File: src/rtl/barrel_shifter_pipe_if.sv
// Handshake bundle for barrel_shifter_pipe: operation request in, shifted result out.
interface barrel_shifter_pipe_if #(
  parameter int WIDTH = 16
);
  localparam int SHW = $clog2(WIDTH);

  logic             in_valid;
  logic             in_ready;
  logic [WIDTH-1:0] in_data;
  logic [SHW-1:0]   in_shamt;
  logic [2:0]       in_op;
  logic             out_valid;
  logic             out_ready;
  logic [WIDTH-1:0] out_data;
  logic             out_zero;
  logic             out_err;

  modport master (
    output in_valid, in_data, in_shamt, in_op, out_ready,
    input  in_ready, out_valid, out_data, out_zero, out_err
  );

  modport slave (
    input  in_valid, in_data, in_shamt, in_op, out_ready,
    output in_ready, out_valid, out_data, out_zero, out_err
  );
endinterface

File: src/rtl/barrel_shifter_pipe.sv
// Pipelined logarithmic barrel shifter: stage k shifts by 2^k, one result per cycle,
// whole pipe stalls together on downstream backpressure.
module barrel_shifter_pipe #(
  parameter int WIDTH = 16
) (
  input logic                clk,
  input logic                rst_n,
  barrel_shifter_pipe_if.slave bus
);
  localparam int SHW  = $clog2(WIDTH);
  localparam int LAST = SHW - 1;

  localparam logic [2:0] OP_SLL = 3'b000;
  localparam logic [2:0] OP_SRL = 3'b001;
  localparam logic [2:0] OP_SRA = 3'b010;
  localparam logic [2:0] OP_ROL = 3'b011;
  localparam logic [2:0] OP_ROR = 3'b100;

  function automatic logic [WIDTH-1:0] shift_step(
    input logic [WIDTH-1:0] d,
    input logic [2:0]       op,
    input logic             sign,
    input logic             en,
    input int               amt
  );
    logic signed [WIDTH-1:0] sd;
    logic        [WIDTH-1:0] r;
    sd = $signed({sign, d[WIDTH-2:0]});
    r  = d;
    if (en) begin
      case (op)
        OP_SLL:  r = d << amt;
        OP_SRL:  r = d >> amt;
        OP_SRA:  r = $unsigned(sd >>> amt);
        OP_ROL:  r = (d << amt) | (d >> (WIDTH - amt));
        OP_ROR:  r = (d >> amt) | (d << (WIDTH - amt));
        default: r = d;
      endcase
    end
    return r;
  endfunction

  logic advance;

  assign advance      = !bus.out_valid || bus.out_ready;
  assign bus.in_ready = advance;

  for (genvar k = 0; k < SHW; k++) begin : g_st
    logic             vld_p;
    logic [WIDTH-1:0] data_p;
    logic [2:0]       op_p;

    logic             src_vld;
    logic [WIDTH-1:0] src_data;
    logic [2:0]       src_op;
    logic             src_sign;
    logic             src_en;

    if (k == 0) begin : g_src
      assign src_vld  = bus.in_valid;
      assign src_data = bus.in_data;
      assign src_op   = bus.in_op;
      assign src_sign = bus.in_data[WIDTH-1];
      assign src_en   = bus.in_shamt[0];
    end else begin : g_src
      assign src_vld  = g_st[k-1].vld_p;
      assign src_data = g_st[k-1].data_p;
      assign src_op   = g_st[k-1].op_p;
      assign src_sign = g_st[k-1].g_fwd.sign_p;
      assign src_en   = g_st[k-1].g_fwd.rest_p[0];
    end

    // stage k boundary: shift by 2^k, forward op/sign and the not-yet-used shamt bits
    always_ff @(posedge clk or negedge rst_n) begin
      if (!rst_n) begin
        vld_p <= 1'b0;
      end else if (advance) begin
        vld_p <= src_vld;
      end
    end

    always_ff @(posedge clk) begin
      if (advance) begin
        data_p <= shift_step(src_data, src_op, src_sign, src_en, 1 << k);
        op_p   <= src_op;
      end
    end

    if (k < LAST) begin : g_fwd
      logic              sign_p;
      logic [SHW-2-k:0]  rest_p;
      logic [SHW-2-k:0]  rest_src;

      if (k == 0) begin : g_rest
        assign rest_src = bus.in_shamt[SHW-1:1];
      end else begin : g_rest
        assign rest_src = g_st[k-1].g_fwd.rest_p[SHW-1-k:1];
      end

      always_ff @(posedge clk) begin
        if (advance) begin
          sign_p <= src_sign;
          rest_p <= rest_src;
        end
      end
    end
  end

  logic             out_vld_c;
  logic [WIDTH-1:0] out_data_c;

  // Invalid final-stage contents are masked so reset and bubbles present a clean zero.
  assign out_vld_c     = g_st[LAST].vld_p;
  assign out_data_c    = out_vld_c ? g_st[LAST].data_p : '0;
  assign bus.out_valid = out_vld_c;
  assign bus.out_data  = out_data_c;
  assign bus.out_zero  = (out_data_c == '0);
  assign bus.out_err   = out_vld_c && (g_st[LAST].op_p > OP_ROR);

endmodule
File: src/flat_wrapper.sv
// flat-port wrapper written by rule: the top's interface ports become plain ports
module barrel_shifter_pipe_flat 
#(
  parameter int WIDTH = 16
)
  (clk, rst_n, bus_in_valid, bus_in_data, bus_in_shamt, bus_in_op, bus_out_ready, bus_in_ready, bus_out_valid, bus_out_data, bus_out_zero, bus_out_err);
  barrel_shifter_pipe_if #(.WIDTH(WIDTH)) bus_i ();
  input logic clk;
  input logic rst_n;
  input wire logic [$bits(bus_i.in_valid)-1:0] bus_in_valid;
  input wire logic [$bits(bus_i.in_data)-1:0] bus_in_data;
  input wire logic [$bits(bus_i.in_shamt)-1:0] bus_in_shamt;
  input wire logic [$bits(bus_i.in_op)-1:0] bus_in_op;
  input wire logic [$bits(bus_i.out_ready)-1:0] bus_out_ready;
  output wire logic [$bits(bus_i.in_ready)-1:0] bus_in_ready;
  output wire logic [$bits(bus_i.out_valid)-1:0] bus_out_valid;
  output wire logic [$bits(bus_i.out_data)-1:0] bus_out_data;
  output wire logic [$bits(bus_i.out_zero)-1:0] bus_out_zero;
  output wire logic [$bits(bus_i.out_err)-1:0] bus_out_err;
  assign bus_i.in_valid = bus_in_valid;
  assign bus_i.in_data = bus_in_data;
  assign bus_i.in_shamt = bus_in_shamt;
  assign bus_i.in_op = bus_in_op;
  assign bus_i.out_ready = bus_out_ready;
  assign bus_in_ready = bus_i.in_ready;
  assign bus_out_valid = bus_i.out_valid;
  assign bus_out_data = bus_i.out_data;
  assign bus_out_zero = bus_i.out_zero;
  assign bus_out_err = bus_i.out_err;
  barrel_shifter_pipe #(.WIDTH(WIDTH)) u_core (.clk(clk), .rst_n(rst_n), .bus(bus_i));
endmodule
File: config.mk
export PLATFORM = sky130hd
export DESIGN_NAME = barrel_shifter_pipe_flat
export DESIGN_NICKNAME = d
export VERILOG_FILES = /design/src/rtl/barrel_shifter_pipe_if.sv /design/src/rtl/barrel_shifter_pipe.sv /design/src/flat_wrapper.sv
export SDC_FILE = /design/constraint.sdc
export NUM_CORES = 1
export LEC_CHECK = 0
export CAP_MARGIN = 20
export CORE_UTILIZATION = 57
export CTS_BUF_LIST = sky130_fd_sc_hd__clkbuf_16
export DETAILED_ROUTE_END_ITERATION = 8
export PLACE_DENSITY = 0.8
export SYNTH_ARGS = -nofsm -noshare
export SYNTH_HDL_FRONTEND = slang
export SYNTH_SLANG_ARGS = --single-unit
File: constraint.sdc
create_clock -name clk -period 4.1 [get_ports clk]
set_input_delay 0.82 -clock clk [delete_from_list [all_inputs] [get_ports clk]]
set_output_delay 0.82 -clock clk [all_outputs]
set_load 0.05 [all_outputs]
; Yosys cells after proc, flatten, opt, wreduce, memory -nomap -nowiden
; Index checks and enable logic that the tools add are counted.
[word_totals]
reg_bits = 89
latch_bits = 0
mem_bits_rw = 0
mem_bits_ro = 0
input_bits = 27
out_inout_bits = 20
elab_cells = 60
n_memories = 0
[op_classes]
n_addsub = 0
mul = 0
div = 0
magnitude_cmp = 1
n_eq_ne = 16
shift = 0
n_mux = 9
bitwise_logic = 7
n_reduce_logical = 9
[op_table]
columns = cell, count
row1 = $pmux 16 s5, 3
row2 = $mux 16, 5
row3 = $pmux 16 s4, 1
row4 = $eq 3x2->1 const B, 8
row5 = $logic_not 16->1, 1
row6 = $or 12x16->16, 1
row7 = $or 14x16->16, 1
row8 = $or 15x16->16, 1
row9 = $or 16x1->16, 1
row10 = $or 16x2->16, 1
row11 = $or 16x4->16, 1
row12 = $or 16x8->16, 1
row13 = $eq 3x1->1 const B, 4
row14 = $eq 3x3->1 const B, 4
row15 = $logic_not 3->1, 4
row16 = $gt 3x3->1 const B, 1
row17 = $reduce_or 2->1, 1
row18 = $logic_and 1x1->1, 1
row19 = $logic_not 1->1, 1
row20 = $logic_or 1x1->1, 1

; Depth between registers and ports, before layout
[depth]
depth_word = 4
ltp_mapped = 7

; Worst setup path before layout
; Ideal clock, no wire load.
[synth_path]
kind = input to output
startpoint = input bus_out_ready
endpoint = output bus_in_ready
arrival_time_ns = 3.327
required_time_ns = 3.280
slack_ns = -0.047
cell_stages = 1
n_path_buf = 0
path_cell_list = nand2b_1
[synth_between]
elab_chain_len = 1
[synth_rtl]
columns = element, line_no
row1 = "start, declared", flat_wrapper.sv:14  ; input wire logic [$bits(bus_i.out_ready)-1:0] bus_out_ready;
row2 = $logic_or 1x1->1, barrel_shifter_pipe.sv:45  ; assign advance = !bus.out_valid || bus.out_ready;
row3 = "end, declared", flat_wrapper.sv:15  ; output wire logic [$bits(bus_i.in_ready)-1:0] bus_in_ready;
; No other way between the ends.

; Worst setup path in the final report
; Same ends and word-level chain as after synthesis.

==> qor.yml <==
dpl_cell_area_um2: 4936
grt_pass1_wl_mm: 13.00
synth.most_common_cell: "edfxtp_1"
ios: 47
synthesis.area_um2: 4462
core_um2: 7408
p_per_area_nw_per_um2: 763.1
nNetsFinal: 464
start_util_pct: 60.23
synth_seq_area_share_pct: 59.45
cp-end-kind: "primary output"
synth_ff_type: "edfxtp_1"
drtIter0Drc: 293
drt_first_pass_iters: 5
clockBufferDepth: 2
post-cts-setup-buffer-count: 0
setup_tns_ns: 0
yosysTopAreaCellShare_pct: 57.21
ys_ff_latch: 89
vias_per_cell: 5.878
startpoint: "bus_out_ready"
hold_violations: 0
min_path_type: "reg -> reg"
max_slew_margin_pct: 42.73
grt_pass1_vias: 3015
syn_area_per_cell_um2: 11.13
cp_slowest_stage_delay_ns: 0.81
final_max_slew_viol_count: 0
synthTopCellsByArea: "edfxtp_1, nor2_1, a221oi_1"
area_growth_pct: 17.41
cts_tree: "done"
worstPathMaxFanout: 2
dieHeight_um: 90.48
synth_top_area_cell: "edfxtp_1"
critPathKind: "in -> out"
synthTopCellsByCount: "edfxtp_1, nor2_1, nand2_1"
routed_wl_mm: 7.710
cts_made_buffers: 9
synthArstFlopShare_pct: 4.494
synth-edff-count: 85
fin_skew_ns: 0.007413
cts-root-buf: "clkbuf_16"
crit_chain: "clkdlybuf4s50_1 > nand2b_4 > clkdlybuf4s50_1"
power.leakage_nw: 1.880
vdd_drop_max_mv: 0.2917
worstMarginPinSlew_ns: 0.8533
min_path_cells: 0
min_period_ns: 3.114
synth_cell_types: 45
rows: 31
dieWidth_um: 90.48
r2r-end: "u_core.g_st[0].data_p[5]"
cp_slowest_cell: "clkdlybuf4s50_1"
yosysWarningCount: 0
critPathMostFrequentCell: "clkdlybuf4s50_1"
post-route-period-util_pct: 75.95
p_total_mw: 3.998
antenna_found_initial: 0
diodes: 0
gp_congestion: 0.9254
worst_r2r_path_depth: 3
drv_cap: 0
cts_resized: 0
wire_per_inst_um: 14.25
gr-total-overflow: 0
cts.htree.levels: 3
netlist_instances: 401
endpoint: "bus_in_ready"
final-setup-viol-count: 0
finalInstanceArea_um2: 5239
cp.required_ns: 3.28
status: "completed"
ctsHoldBuffers: 0
final_layout_size_suffix_gt1_share_pct: 8.371
grt_max_degree: 67
critical_path_arrival_ns: 2.29
max_freq_mhz: 321.1
grt_usage_pct: 20.38
start_kind: "primary input"
synth_fp_nets: 428
clock-sinks: 89
clock_latency_ns: 0.33
clkTransAtPathRegs_ns: 0.06
drc: 0
dieArea_um2: 8186
ant_nets: 0
vias: 3180
r2r_slack_ns: 2.00
rsz0062_at_grt: "no"
timing.rr.start: "u_core.bus.out_valid"
dp_hpwl_mm: 5.595
port_buffers: 46
-- worst min path at each step --
stage | endpoint | slack (ns) | start
6_report | u_core.g_st[1].g_fwd.rest_p[0] | 0.42 | u_core.g_st[0].g_fwd.rest_p[1]
2_1_floorplan | u_core.g_st[1].g_fwd.rest_p[0] | 0.40 | u_core.g_st[0].g_fwd.rest_p[1]
3_5_place_dp | u_core.g_st[1].g_fwd.rest_p[0] | 0.41 | u_core.g_st[0].g_fwd.rest_p[1]
3_3_place_gp | u_core.g_st[1].g_fwd.rest_p[0] | 0.40 | u_core.g_st[0].g_fwd.rest_p[1]
5_1_grt | u_core.g_st[2].g_fwd.rest_p | 0.44 | u_core.g_st[1].g_fwd.rest_p[1]
4_1_cts | u_core.g_st[1].g_fwd.rest_p[0] | 0.42 | u_core.g_st[0].g_fwd.rest_p[1]
-- layout make-up --
class	instances	area, um^2
clock inverter	7	77.57
fill	513	2170
inverter	4	15.01
clock buffer	9	225.2
tap	99	123.9
multi-input combinational	284	1662
timing repair buffer	49	483.0
sequential	89	2653
-- metrics by stage --
stage	util, %	hold WS [ns]	worst slack, ns	cells
6_report	70.71	0.4200	0.9860	541
4_1_cts	70.71	0.4205	0.9348	541
5_1_grt	70.71	0.4391	0.9254	541
3_3_place_gp	66.63	0.4033	0.9305	525
3_5_place_dp	66.63	0.4056	0.9440	525
2_1_floorplan	-	0.4003	1.112	401
-- cell families (layout without fill, tap and decap cells) --
family / after synthesis / after routing / synth area share [%]
AO/OA/AOI/OAI: 110 / 110 / 17.75
buffers and inverters: 28 / 69 / 3.477
AND/OR/NAND/NOR: 160 / 160 / 16.15
XOR/XNOR: 4 / 4 / 0.7853
multiplexers: 10 / 10 / 2.384
flip-flops: 89 / 89 / 59.45
-- power breakdown --
part	switching (mW)	internal (mW)	total, mW	leakage (nW)
sequential	0.268	1.49	1.76	0.907
combinational	0.909	0.527	1.44	0.827
clock	0.328	0.477	0.804	0.146
-- registers in the layout, summed over array words and instances, names as in the netlist --
register	count
u_core.g_st.g_fwd.rest_p	6
u_core.g_st.data_p	64
u_core.bus.out_valid	1
u_core.g_st.vld_p	3
u_core.g_st.op_p	12
u_core.g_st.g_fwd.sign_p	3
-- metal layers --
layer | vias up | global-route usage (%) | part of all wire, %
met5 | - | 0 | 0
met4 | 0 | 12.90 | 4.5
met3 | 29 | 4.798 | 4.3
met2 | 122 | 38.13 | 54
met1 | 1451 | 19.89 | 37
li1 | 1578 | - | -
-- cell usage in the layout (no fill, tap or decap), types with 2 or more instances in the layout --
| master | instances |
|---|---|
| edfxtp_1 | 85 |
| nor2_1 | 61 |
| nand2_1 | 51 |
| clkdlybuf4s50_1 | 46 |
| a221oi_1 | 23 |
| and2_1 | 20 |
| a22oi_1 | 15 |
| o21ai_1 | 14 |
| a21oi_1 | 14 |
| o21ai_0 | 10 |
| clkbuf_16 | 9 |
| o21ai_2 | 8 |
| nand3_1 | 7 |
| nor2b_1 | 5 |
| mux2i_1 | 5 |
| mux2_2 | 5 |
| inv_1 | 4 |
| o2bb2ai_1 | 4 |
| o22a_1 | 4 |
| nor4_1 | 4 |
| dfrtp_1 | 4 |
| xnor2_1 | 3 |
| or3b_1 | 3 |
| o22ai_1 | 3 |
| a31oi_1 | 3 |
| buf_4 | 3 |
| or2_1 | 2 |
| a41oi_1 | 2 |
| a22o_1 | 2 |
| o21a_1 | 2 |
| clkinv_4 | 2 |
| inv_6 | 2 |
-- worst max-delay path: cells and delay by family --
family	cells	cell delay (ns)
AND/OR/NAND/NOR	1	0.16
buffers and inverters	2	1.31
(Power assumes the default switching activity.)
